`config.mk`:
```
export PLATFORM = sky130hd
export DESIGN_NAME = s2mm_sts_gen
export DESIGN_NICKNAME = d
export VERILOG_FILES = /design/src/rtl/s2mm_sts_gen_pkg.sv /design/src/rtl/s2mm_len_fifo.sv /design/src/rtl/s2mm_sts_gen.sv
export SDC_FILE = /design/constraint.sdc
export NUM_CORES = 1
export LEC_CHECK = 0
export CORE_MARGIN = 3
export CORE_UTILIZATION = 60
export CTS_CLUSTER_SIZE = 20
export DETAILED_ROUTE_END_ITERATION = 16
export PLACE_DENSITY = 0.85
export SETUP_SLACK_MARGIN = 0.1
export SLEW_MARGIN = 20
export SYNTH_ARGS = -nofsm -noshare
export SYNTH_HDL_FRONTEND = slang
export SYNTH_SLANG_ARGS = --single-unit
```
`constraint.sdc`:
```
create_clock -name m_axi_s2mm_aclk -period 5.66 [get_ports m_axi_s2mm_aclk]
set_input_delay 0.566 -clock m_axi_s2mm_aclk [delete_from_list [all_inputs] [get_ports m_axi_s2mm_aclk]]
set_output_delay 0.566 -clock m_axi_s2mm_aclk [all_outputs]
set_load 0.02 [all_outputs]
```
`src/rtl/s2mm_sts_gen_pkg.sv`:
```
// Shared types and constants for the S2MM status generator and its length queue.
// Holds the status FSM encoding, the fixed status words and the queued length entry.
package s2mm_sts_gen_pkg;

    localparam int          STS_WORDS = 6;
    localparam int          LEN_W     = 23;
    localparam logic [31:0] STS_FLAG  = 32'h5000_0000;
    localparam logic [LEN_W-1:0] LEN_MAX = '1;

    typedef enum logic [2:0] {
        ST_IDLE = 3'd0,
        ST_FLAG = 3'd1,
        ST_APP0 = 3'd2,
        ST_APP1 = 3'd3,
        ST_APP2 = 3'd4,
        ST_APP3 = 3'd5,
        ST_APP4 = 3'd6
    } sts_state_t;

    typedef struct packed {
        logic             sat;
        logic [LEN_W-1:0] len;
    } len_ent_t;

    function automatic logic [31:0] app4_word(input len_ent_t ent);
        return {ent.sat, 8'h00, ent.len};
    endfunction

endpackage

```
`src/rtl/s2mm_len_fifo.sv`:
```
// Completed-packet length queue: synchronous FWFT FIFO, head visible same cycle as non-empty.
// A push on a full queue is accepted only when a pop happens in the same cycle; otherwise ignored.
module s2mm_len_fifo #(
    parameter int DEPTH = 4,
    parameter int WIDTH = 24
) (
    input  logic                       clk,
    input  logic                       rst_n,
    input  logic                       push,
    input  logic [WIDTH-1:0]           push_dat,
    input  logic                       pop,
    output logic [WIDTH-1:0]           pop_dat,
    output logic                       empty,
    output logic                       full,
    output logic [$clog2(DEPTH):0]     count
);

    localparam int AW = $clog2(DEPTH);
    localparam int CW = AW + 1;

    logic [WIDTH-1:0] mem [DEPTH];
    logic [AW-1:0]    wr_ptr;
    logic [AW-1:0]    rd_ptr;
    logic [CW-1:0]    cnt;
    logic             do_push;
    logic             do_pop;

    assign empty   = (cnt == '0);
    assign full    = (cnt == CW'(DEPTH));
    assign count   = cnt;
    assign pop_dat = mem[rd_ptr];

    assign do_pop  = pop & ~empty;
    assign do_push = push & (~full | do_pop);

    always_ff @(posedge clk) begin
        if (do_push) begin
            mem[wr_ptr] <= push_dat;
        end
    end

    // Pointers wrap naturally because DEPTH is a power of two.
    always_ff @(posedge clk or negedge rst_n) begin
        if (!rst_n) begin
            wr_ptr <= '0;
            rd_ptr <= '0;
            cnt    <= '0;
        end else begin
            if (do_push) begin
                wr_ptr <= wr_ptr + AW'(1);
            end
            if (do_pop) begin
                rd_ptr <= rd_ptr + AW'(1);
            end
            case ({do_push, do_pop})
                2'b10:   cnt <= cnt + CW'(1);
                2'b01:   cnt <= cnt - CW'(1);
                default: cnt <= cnt;
            endcase
        end
    end

endmodule

```
`src/rtl/s2mm_sts_gen.sv`:
```
// Counts bytes of each S2MM packet and emits a 6-word status packet per completed packet.
// First status word one cycle after a length is queued; words hold while sts_tready is low, s2mm_hold when queue full.
module s2mm_sts_gen
    import s2mm_sts_gen_pkg::*;
#(
    parameter int C_S_AXIS_S2MM_TDATA_WIDTH     = 128,
    parameter int C_S_AXIS_S2MM_STS_TDATA_WIDTH = 32,
    parameter int C_LEN_Q_DEPTH                 = 4
) (
    input  logic                                         m_axi_s2mm_aclk,
    input  logic                                         axi_resetn,
    input  logic                                         s_axis_s2mm_tvalid,
    input  logic                                         s_axis_s2mm_tready,
    input  logic                                         s_axis_s2mm_tlast,
    input  logic [C_S_AXIS_S2MM_TDATA_WIDTH/8-1:0]       s_axis_s2mm_tkeep,
    output logic                                         s2mm_hold,
    output logic [C_S_AXIS_S2MM_STS_TDATA_WIDTH-1:0]     s_axis_s2mm_sts_tdata,
    output logic [C_S_AXIS_S2MM_STS_TDATA_WIDTH/8-1:0]   s_axis_s2mm_sts_tkeep,
    output logic                                         s_axis_s2mm_sts_tvalid,
    output logic                                         s_axis_s2mm_sts_tlast,
    input  logic                                         s_axis_s2mm_sts_tready,
    output logic                                         sts_overflow
);

    localparam int KEEP_W = C_S_AXIS_S2MM_TDATA_WIDTH / 8;
    localparam int PC_W   = $clog2(KEEP_W + 1);
    localparam int QCW    = $clog2(C_LEN_Q_DEPTH) + 1;

    logic [PC_W-1:0]  pc;
    logic             beat;
    logic [LEN_W:0]   sum;
    logic [LEN_W-1:0] sum_len;
    logic             sat_nxt;
    logic [LEN_W-1:0] acc;
    logic             sat;

    logic             q_push;
    len_ent_t         q_push_dat;
    logic             q_pop;
    len_ent_t         q_head;
    logic             q_empty;
    logic             q_full;
    logic [QCW-1:0]   q_count;

    sts_state_t       state;
    sts_state_t       state_nxt;
    logic [31:0]      tdata_r;
    logic [31:0]      tdata_nxt;
    logic             tlast_r;
    logic             tlast_nxt;
    len_ent_t         len_r;

    always_comb begin
        pc = '0;
        for (int i = 0; i < KEEP_W; i++) begin
            pc = pc + PC_W'(s_axis_s2mm_tkeep[i]);
        end
    end

    assign beat    = s_axis_s2mm_tvalid & s_axis_s2mm_tready;
    assign sum     = {1'b0, acc} + (LEN_W + 1)'(pc);
    assign sum_len = sum[LEN_W] ? LEN_MAX : sum[LEN_W-1:0];
    assign sat_nxt = sat | sum[LEN_W];

    always_ff @(posedge m_axi_s2mm_aclk or negedge axi_resetn) begin
        if (!axi_resetn) begin
            acc <= '0;
            sat <= 1'b0;
        end else if (beat) begin
            if (s_axis_s2mm_tlast) begin
                acc <= '0;
                sat <= 1'b0;
            end else begin
                acc <= sum_len;
                sat <= sat_nxt;
            end
        end
    end

    assign q_push     = beat & s_axis_s2mm_tlast;
    assign q_push_dat = '{sat: sat_nxt, len: sum_len};
    assign q_pop      = (state == ST_IDLE) & ~q_empty;
    assign s2mm_hold  = (q_count == QCW'(C_LEN_Q_DEPTH));

    s2mm_len_fifo #(
        .DEPTH (C_LEN_Q_DEPTH),
        .WIDTH ($bits(len_ent_t))
    ) u_len_fifo (
        .clk      (m_axi_s2mm_aclk),
        .rst_n    (axi_resetn),
        .push     (q_push),
        .push_dat (q_push_dat),
        .pop      (q_pop),
        .pop_dat  (q_head),
        .empty    (q_empty),
        .full     (q_full),
        .count    (q_count)
    );

    // A length finishing while the queue is full and nothing drains this cycle is lost.
    always_ff @(posedge m_axi_s2mm_aclk or negedge axi_resetn) begin
        if (!axi_resetn) begin
            sts_overflow <= 1'b0;
        end else if (q_push & q_full & ~q_pop) begin
            sts_overflow <= 1'b1;
        end
    end

    always_comb begin
        state_nxt = state;
        tdata_nxt = tdata_r;
        tlast_nxt = tlast_r;
        case (state)
            ST_IDLE: begin
                if (!q_empty) begin
                    state_nxt = ST_FLAG;
                    tdata_nxt = STS_FLAG;
                    tlast_nxt = 1'b0;
                end
            end
            ST_FLAG: begin
                if (s_axis_s2mm_sts_tready) begin
                    state_nxt = ST_APP0;
                    tdata_nxt = '0;
                end
            end
            ST_APP0: begin
                if (s_axis_s2mm_sts_tready) begin
                    state_nxt = ST_APP1;
                end
            end
            ST_APP1: begin
                if (s_axis_s2mm_sts_tready) begin
                    state_nxt = ST_APP2;
                end
            end
            ST_APP2: begin
                if (s_axis_s2mm_sts_tready) begin
                    state_nxt = ST_APP3;
                end
            end
            ST_APP3: begin
                if (s_axis_s2mm_sts_tready) begin
                    state_nxt = ST_APP4;
                    tdata_nxt = app4_word(len_r);
                    tlast_nxt = 1'b1;
                end
            end
            ST_APP4: begin
                if (s_axis_s2mm_sts_tready) begin
                    state_nxt = ST_IDLE;
                    tdata_nxt = '0;
                    tlast_nxt = 1'b0;
                end
            end
            default: begin
                state_nxt = ST_IDLE;
                tdata_nxt = '0;
                tlast_nxt = 1'b0;
            end
        endcase
    end

    always_ff @(posedge m_axi_s2mm_aclk or negedge axi_resetn) begin
        if (!axi_resetn) begin
            state   <= ST_IDLE;
            tdata_r <= '0;
            tlast_r <= 1'b0;
            len_r   <= '0;
        end else begin
            state   <= state_nxt;
            tdata_r <= tdata_nxt;
            tlast_r <= tlast_nxt;
            if (q_pop) begin
                len_r <= q_head;
            end
        end
    end

    assign s_axis_s2mm_sts_tvalid = (state != ST_IDLE);
    assign s_axis_s2mm_sts_tdata  = tdata_r;
    assign s_axis_s2mm_sts_tlast  = tlast_r;
    assign s_axis_s2mm_sts_tkeep  = '1;

endmodule

```
==> results.py <==
metrics = {
    "outcome": {
        "outcome": "finished clean",
    },
    "drt": {
        "wl_per_cell_um": 18.9,
        "num_vias": 5184,
        "drtAntennaViolNets": 0,
        "drt_pass1_iterations": 5,
        "routed_wl_um": 16500,
        "drc": 0,
        "vias_per_cell": 5.97,
        "dr.first_iter.drc_count": 374,
    },
    "grt": {
        "met1_usage": 0.287,
        "met3_usage": 0.0459,
        "grt_overflow": 0,
        "use_met2": 0.368,
        "grt_start_max_net_pins": 86,
        "grt_pass1_wl_um": 27200,
        "grt_busiest_layer": "met2",
        "antenna_found_initial": 0,
        "first_global_vias": 5411,
        "grt_usage": 0.221,
    },
    "clock_tree": {
        "cts_root_buffer": "clkbuf_16",
        "clock_sinks": 181,
        "tritoncts": "done",
        "cts_hold_buf": 0,
        "post_cts_buffers": 0,
        "clock_latency_ns": 0.42,
        "h-tree-depth": 4,
        "numCtsBuffers": 17,
        "clkTransAtPathRegs_ns": 0.06,
        "cts_resized": 0,
        "clockBufferDepth": 2,
    },
    "timing": {
        "setup_viol": 0,
        "fmax_mhz": 201,
        "post-route-period-util": 0.881,
        "finalSetupTns_ns": 0,
        "worst_pin_slew_ns": 1.02,
        "timing.final.ws_setup_ns": 0.674,
        "period_needed_ns": 4.99,
        "finalClockSkew_ns": 0.0114,
        "finalHoldViolCount": 0,
        "maxSlewHeadroom": 0.319,
        "slew_violations": 0,
        "rsz0062_at_grt": "no",
    },
    "worst_hold_path": {
        "hold_path_class": "in2async",
    },
    "finish": {
        "layout-drive-gt1-share": 0.163,
        "fillers": 846,
        "final_cells": 869,
        "multi_input_area_sq_um": 3090,
        "ff_latch_area_sq_um": 5010,
        "final_common_cell": "edfxtp_1",
        "fin_util": 0.713,
        "nets": 727,
        "antenna_cells": 0,
        "mostFrequentLayoutCells": "96 x edfxtp_1, 84 x dfrtp_1, 81 x nand2_1",
        "syn_to_final_growth_pct": 13.8,
        "design_area_sq_um": 9630,
    },
    "pwr": {
        "p_clk_frac": 0.232,
        "switching_share": 0.338,
        "peakVddDrop_uv": 295,
        "p_switching_w": 0.00165,
        "power_frac_seq": 0.406,
        "pwr-share-comb": 0.362,
        "power_density_nw_per_um2": 508,
        "p_int_w": 0.00324,
        "leakagePower_nw": 3.75,
    },
    "critical_path": {
        "r2r_cells": 13,
        "cpMostUsedCell": "fa_1",
        "r2r_slack_ns": 1.42,
        "end_kind": "flop",
        "worstSetupStartpointType": "primary input",
        "critical_path_arrival_ns": 5.20,
        "r2r-start": "acc[0]$_DFFE_PN0P_",
        "worstReg2RegEnd": "u_len_fifo.mem[1][22]$_DFFE_PP_",
        "crit_fanout": 7,
        "critical_path_class": "in2reg",
        "cp.buffers_inverters": 4,
        "critPathTopFamily": "adder cells",
        "crit_slowest_cell": "fa_1",
        "path_cells": "clkdlybuf4s50_1, inv_1, fa_1, fa_1, fa_1, fa_1, inv_1, fa_1, inv_1, fa_1, and2b_1, o2111ai_4, a2111oi_4, nand3_1, mux2i_1",
        "worstPathRequired_ns": 5.87,
        "cp_slowest_stage_delay_ns": 0.55,
    },
    "synthesis": {
        "syn_avg_cell_area_sq_um": 13.2,
        "synth_area_sq_um": 8470,
        "synth_edf_count": 96,
        "netlist_instances": 640,
        "ys_warn_count": 0,
        "ys_types": 61,
        "ys_seq_area_frac": 0.592,
        "ys_async_sr_fraction": 0.470,
        "synth-seq-cells": 181,
        "synth_top_flop_cell": "edfxtp_1",
    },
    "die": {
        "ios": 62,
        "start_util": 0.627,
        "core_area_sq_um": 13500,
        "fp.dieH_um": 125,
        "die_area_sq_um": 15600,
        "die_x_um": 125,
        "core.rowCount": 42,
    },
    "placement": {
        "post-place-ws_ns": 0.250,
        "io_buffer_count": 51,
        "placed_cell_area_sq_um": 9060,
        "place_inst": 837,
        "place.gp.congestion": 0.931,
        "dp_hpwl_um": 11000,
    },
    "flow_run": {
        "maxCapViolCount": 0,
    },
}
logic make-up (layout without fill, tap and decap cells):
family,count (synthesis),in the layout,synth area share
other cells,2,10,0.000887
simple gates,164,164,0.0965
flops,181,181,0.592
compound gates,114,114,0.0957
fa+ha+maj,25,25,0.0485
xor+xnor,14,14,0.0145
buf+inv,85,130,0.0480
mux,55,55,0.104
metal layers:
metal  up-vias  share of wire
li1       2390              -
met1      2580           0.42
met2       200           0.51
met3        14          0.058
met4         0          0.012
met5         -              0
worst max-delay path by stage:
| stage | start | endpoint | slack, ns | depth (start not counted) |
|---|---|---|---|---|
| detailed placement | s_axis_s2mm_tkeep[5] | u_len_fifo.mem[0][22]$_DFFE_PP_ | 0.25 | 15 |
| CTS | s_axis_s2mm_tkeep[5] | u_len_fifo.mem[1][22]$_DFFE_PP_ | 0.69 | 15 |
| global route | s_axis_s2mm_tkeep[0] | u_len_fifo.mem[1][22]$_DFFE_PP_ | 0.47 | 15 |
| floorplan | s_axis_s2mm_tkeep[0] | u_len_fifo.mem[0][22]$_DFFE_PP_ | 1.01 | 14 |
| finish | s_axis_s2mm_tkeep[5] | u_len_fifo.mem[1][22]$_DFFE_PP_ | 0.67 | 15 |
| global placement | s_axis_s2mm_tkeep[0] | u_len_fifo.mem[0][22]$_DFFE_PP_ | 0.40 | 15 |
metrics by stage:
step	power (W)	hold slack, ns
2_1_floorplan	0.00325	0.270
3_3_place_gp	0.00365	0.450
3_5_place_dp	0.00378	0.465
4_1_cts	0.00493	0.376
5_1_grt	0.00519	0.241
6_report	0.00489	0.204
final cells by class:
| class | count | share of cell area |
|---|---|---|
| flip-flops and latches | 181 | 0.520 |
| well taps | 176 | 0.0229 |
| multi-input cells | 382 | 0.321 |
| clock buffers | 19 | 0.0449 |
| inverters | 34 | 0.0132 |
| repair buffers | 64 | 0.0632 |
| clock inverters | 13 | 0.0144 |
registers in the layout, summed over array words and instances, names as in the netlist, 2 cells and up:
name / count
u_len_fifo.wr_ptr: 2
acc: 23
state: 3
u_len_fifo.rd_ptr: 2
len_r: 24
u_len_fifo.mem: 96
s_axis_s2mm_sts_tdata: 25
u_len_fifo.count: 3
synthesized netlist by cell type, types with 4 or more instances:
cell type	number	share of area
nand4_1	5	0.0037
a21o_1	5	0.0044
and3_1	10	0.0074
mux2_2	26	0.035
edfxtp_1	96	0.34
nand2_1	81	0.036
a31o_2	4	0.0041
buf_2	15	0.0089
ha_1	12	0.018
xor2_1	4	0.0041
nand3_1	12	0.0071
clkbuf_1	19	0.0084
and4_1	7	0.0072
dfrtp_1	85	0.25
and2_1	7	0.0052
mux2i_1	5	0.0059
inv_1	34	0.015
a211oi_1	4	0.0035
fa_1	13	0.031
o21ai_0	44	0.026
nor3_1	7	0.0041
buf_4	14	0.012
a31oi_1	10	0.0074
a21oi_1	20	0.012
mux4_2	24	0.064
nor2_1	17	0.0075
xnor2_1	10	0.010
power by group through the flow:
| stage | clock network [W] | logic [W] | registers [W] |
|---|---|---|---|
| after floorplan | 0 | 0.00126 | 0.00198 |
| after global placement | 0 | 0.00167 | 0.00198 |
| after detailed placement | 0 | 0.00177 | 0.00201 |
| after CTS | 0.00115 | 0.00179 | 0.00198 |
| after global routing | 0.00121 | 0.00196 | 0.00202 |
| final | 0.00114 | 0.00177 | 0.00199 |
No activity file was read; power rests on OpenSTA's default activity.
